### src/rtl/pipe_seg_skid_pkg.sv
// pipe_pkg: occupancy codes and per-stage payload widths shared by every pipe_seg_skid instance.
package pipe_pkg;
  localparam logic [1:0] OCC_EMPTY = 2'd0;
  localparam logic [1:0] OCC_ONE = 2'd1;
  localparam logic [1:0] OCC_TWO = 2'd2;
  localparam int IF_ID_W = 64;
  localparam int ID_EX_W = 160;
  localparam int EX_MEM_W = 112;
  localparam int MEM_WB_W = 72;
endpackage

### src/rtl/pipe_seg_skid_slot.sv
// pipe_slot: one valid+payload holding register with a load enable and a flush/reset clear.
module pipe_slot #(
  parameter int DATA_W = 32,
  parameter bit CLEAR_PAYLOAD = 1'b1
) (
  input  logic              clk,
  input  logic              resetn,
  input  logic              clr_i,
  input  logic              valid_i,
  input  logic              load_i,
  input  logic [DATA_W-1:0] data_i,
  output logic              valid_o,
  output logic [DATA_W-1:0] data_o
);
  logic              valid_q;
  logic [DATA_W-1:0] data_q;
  logic              wipe;
  assign wipe = !resetn || clr_i;
  // With CLEAR_PAYLOAD=0 a wipe leaves the payload alone; only the valid bit matters then.
  always_ff @(posedge clk) begin
    valid_q <= wipe ? 1'b0 : valid_i;
    if (wipe && CLEAR_PAYLOAD) data_q <= '0;
    else if (load_i) data_q <= data_i;
  end
  assign valid_o = valid_q;
  assign data_o = data_q;
endmodule

### src/rtl/pipe_seg_skid.sv
// pipe_seg_skid: valid/ready inter-stage register with a 2-entry skid buffer and flush.
// Optional SEG_PERF_CNT_EN adds a 32-bit stall_cnt output counting out_valid & !out_ready cycles.
module pipe_seg_skid
  import pipe_pkg::*;
#(
  parameter int DATA_W = 32,
  parameter bit CLEAR_PAYLOAD = 1'b1
) (
  input  logic              clk,
  input  logic              resetn,
  input  logic              refresh,
  input  logic              in_valid,
  output logic              in_ready,
  input  logic [DATA_W-1:0] in_data,
  output logic              out_valid,
  input  logic              out_ready,
  output logic [DATA_W-1:0] out_data,
  output logic [1:0]        occupancy
`ifdef SEG_PERF_CNT_EN
  ,
  output logic [31:0]       stall_cnt
`endif
);
  logic              main_valid, skid_valid, main_valid_d, skid_valid_d;
  logic              main_load, skid_load, accept, drain, skid_to_main;
  logic [DATA_W-1:0] main_data, skid_data, main_data_d;
  assign in_ready = !skid_valid;
  assign accept = in_valid && in_ready;
  assign drain = main_valid && out_ready;
  // Skid moves forward when main drains, or at once from the unreachable (0,1) state.
  assign skid_to_main = skid_valid && (drain || !main_valid);
  always_comb begin
    main_load = skid_to_main || (accept && (!main_valid || drain));
    main_data_d = skid_to_main ? skid_data : in_data;
    main_valid_d = skid_to_main || accept || (main_valid && !drain);
    skid_load = accept && main_valid && !drain;
    skid_valid_d = skid_load || (skid_valid && !skid_to_main);
  end
  pipe_slot #(.DATA_W(DATA_W), .CLEAR_PAYLOAD(CLEAR_PAYLOAD)) u_main (
    .clk(clk), .resetn(resetn), .clr_i(refresh), .valid_i(main_valid_d), .load_i(main_load),
    .data_i(main_data_d), .valid_o(main_valid), .data_o(main_data)
  );
  pipe_slot #(.DATA_W(DATA_W), .CLEAR_PAYLOAD(CLEAR_PAYLOAD)) u_skid (
    .clk(clk), .resetn(resetn), .clr_i(refresh), .valid_i(skid_valid_d), .load_i(skid_load),
    .data_i(in_data), .valid_o(skid_valid), .data_o(skid_data)
  );
  assign out_valid = main_valid;
  assign out_data = main_data;
  assign occupancy = (main_valid && skid_valid) ? OCC_TWO : (main_valid || skid_valid) ? OCC_ONE : OCC_EMPTY;
`ifdef SEG_PERF_CNT_EN
  logic [31:0] stall_cnt_q;
  always_ff @(posedge clk) stall_cnt_q <= !resetn ? 32'd0 : stall_cnt_q + {31'd0, main_valid && !out_ready};
  assign stall_cnt = stall_cnt_q;
`endif
endmodule

### config.mk
export PLATFORM = sky130hd
export DESIGN_NAME = pipe_seg_skid
export DESIGN_NICKNAME = d
export VERILOG_FILES = /design/src/rtl/pipe_seg_skid_pkg.sv /design/src/rtl/pipe_seg_skid_slot.sv /design/src/rtl/pipe_seg_skid.sv
export SDC_FILE = /design/constraint.sdc
export NUM_CORES = 1
export LEC_CHECK = 0
export CAP_MARGIN = 20
export CORE_MARGIN = 5
export CORE_UTILIZATION = 49
export DETAILED_ROUTE_END_ITERATION = 10
export PLACE_DENSITY = 0.89
export SLEW_MARGIN = 30
export SYNTH_ARGS = -nofsm -noshare
export SYNTH_HDL_FRONTEND = slang
export SYNTH_HIERARCHICAL = 1
export SYNTH_SLANG_ARGS = --single-unit
### constraint.sdc
create_clock -name clk -period 2 [get_ports clk]
set_input_delay 0.6 -clock clk [delete_from_list [all_inputs] [get_ports clk]]
set_output_delay 0.6 -clock clk [all_outputs]
set_load 0.1 [all_outputs]
==> flow_summary.toml <==
[cts]
ctsHoldBuffers = 0
clockRootBuffer = "clkbuf_8"
h-tree-depth = 3
cts_resized = 0
cts.sinks = 66
cts_buffers = 9
cts.clk_slew.worst_paths_ns = 0.07
clkLatencyLatePin_ns = 0.33
cts_setup_buffers = 0
cts_tree = "yes"
cts.path.max_buffers = 2

[setup_path]
cp-start-kind = "register"
cp-end-kind = "output port"
arrival_ns = 1.29
path_class = "register to output port"
crit_slowest_cell = "dfxtp_1"
r2r-end = "u_skid/data_o[3]$_SDFFE_PP0P_"
crit_path_cell_trace = "ha_2, buf_12"
cpPeakStageDelay_ns = 0.45
r2r_start = "u_main/valid_o$_SDFF_PP0_"
critPathMaxFanout = 6
reg2reg_slack_ns = 0.52
worstPathRequired_ns = 1.40
r2r_cells = 5

[placement]
pre_cts_ws_ns = -0.147
gp_routability_congestion = 0.711
placedCellCount = 396
io_buffer_count = 72
place_area_mm2 = 0.00409
post-dp-hpwl_um = 4380

[floorplanning]
io_pins = 73
start_util_pct = 50.7
rows = 28
die_w_um = 88.5
core_area_mm2 = 0.00596
die-height_um = 88.5
fp.dieArea_mm2 = 0.00783

[timing]
rsz0062_at_grt = "no"
timing.final.max_slew_violations = 0
finClkSkew_ns = 0.00486
finalHoldViolCount = 0
setup_viol_count_final = 0
timing.fmax_mhz = 529
fin_ws_ns = 0.109
tightest_slew_ns = 0.331
post-route-period-util_pct = 94.5
slew_headroom_pct = 77.9
fin_crit_ns = 1.89

[route]
wirelength_um = 6200
wl_per_cell_um = 15.0
dr_total_vias = 2070
ant_nets = 0
drc = 0
post_drt_via_cell_ratio = 5.02
firstDrtPassIters = 5
drt_iter0_drc = 63

[logic_synthesis]
ys_types = 16
synth_cells = 260
ys_seq_elements = 66
syn-num-nets = 298
ys_seq_area_share_pct = 43.8
yosysWarnings = 6
syn_area_mm2 = 0.00302
avgSynthCellArea_um2 = 11.6

[cells_and_area]
drive_gt1_share_pct = 29.1
final_cell_area_mm2 = 0.00425
final_common_cell = "nor2_1"
layout_common_cells = "nor2_1 (68), dfxtp_1 (65), mux2i_1 (64)"
layout.nets = 370
area_growth_pct = 40.9
utilization_pct = 71.4
instances_no_fill = 412
diodes = 0

[grt]
grt_util_all_layers_pct = 16.7
grt_pass1_wl_um = 9820
grt-ovfl-total = 0
grt_pass1_vias = 2026
antenna_found_initial = 0
grt_start_max_net_pins = 34

[power]
p_per_area_mw_per_mm2 = 677
p_leak_nw = 1.78
ir_drop_uv = 500
power_mw = 2.88

[worst_hold_path]
hp-class = "register to register"
hp-start = "u_skid/data_o[13]$_SDFFE_PP0P_"
hold_end = "u_skid/data_o[13]$_SDFFE_PP0P_"
holdPathStages = 2

[status]
status = "complete, no violations"

[job]
drv_cap = 0
## power by group
| group | internal, mW | leakage [nW] | total (mW) | switching (mW) |
|---|---|---|---|---|
| clock | 0.446 | 0.0891 | 0.957 | 0.510 |
| sequential | 1.34 | 0.535 | 1.37 | 0.0275 |
| combinational | 0.264 | 1.15 | 0.555 | 0.292 |
## kinds of logic after synthesis
family	share of synthesized area [%]
adder cells (fa/ha/maj)	0.414
AND/OR/NAND/NOR	9.90
multiplexers	36.9
AO/OA/AOI/OAI	0.249
flip-flops	43.8
buffers and inverters	8.79
## per-layer routing
layer	up-vias	global-route usage (%)	routed length [um]
met1	993	18.7	2480
li1	1017	-	-
met2	50	29.7	3360
met5	-	0	0
met3	10	4.00	279
met4	0	8.10	82
## sequential cells by signal, summed over array words and instances, names as in the netlist
| signal | flops |
|---|---|
| u_skid/data_o | 32 |
| u_main/valid_o | 1 |
| u_main/data_o | 32 |
| u_skid/valid_o | 1 |
## cells in the mapped netlist
cell	instances	area, um^2
nor2_1	68	255
dfxtp_1	66	1320
mux2i_1	64	641
mux2_4	30	450
buf_6	11	124
buf_12	6	120
inv_1	3	11.3
buf_2	2	10.0
mux2_2	2	22.5
nand2b_1	2	12.5
ha_1	1	12.5
nand2_1	1	3.75
nand2_2	1	6.26
nand2b_4	1	13.8
nor3b_1	1	7.51
o21a_1	1	7.51
## through the flow
| step | setup TNS, ns | hold WS (ns) |
|---|---|---|
| 6_report | 0 | 0.499 |
| 5_1_grt | 0 | 0.521 |
| 4_1_cts | 0 | 0.502 |
| 3_5_place_dp | -6.50 | 0.485 |
| 3_3_place_gp | -4.88 | 0.468 |
| 2_1_floorplan | 0 | 0.456 |
## worst max-delay path by stage
| stage | slack (ns) | depth (start not counted) | to | startpoint |
|---|---|---|---|---|
| final | 0.11 | 2 | occupancy[0] | u_skid/valid_o$_SDFF_PP0_ |
| after global routing | 0.06 | 2 | occupancy[0] | u_skid/valid_o$_SDFF_PP0_ |
| after CTS | 0.1 | 2 | occupancy[0] | u_skid/valid_o$_SDFF_PP0_ |
| after detailed placement | -0.15 | 6 | u_skid/data_o[3]$_SDFFE_PP0P_ | out_ready |
| after global placement | -0.12 | 7 | u_main/data_o[0]$_SDFFE_PP0P_ | out_ready |
| after floorplan | 0.1 | 1 | occupancy[1] | u_main/valid_o$_SDFF_PP0_ |
## final cells by class
type,instances,area [um^2]
multi-input combinational,172,1440
inverter,3,11.3
fill,421,1700
clock inverter,7,45.0
sequential,66,1320
timing repair buffer,80,1220
tap,75,93.8
clock buffer,9,124
## worst max-delay path, delay by kind of cell, from the launching register on
kind | cells | cell delay, ns
buf+inv | 1 | 0.17
flops | 1 | 0.45
fa+ha+maj | 1 | 0.34
No activity file was read; power rests on OpenSTA's default activity.
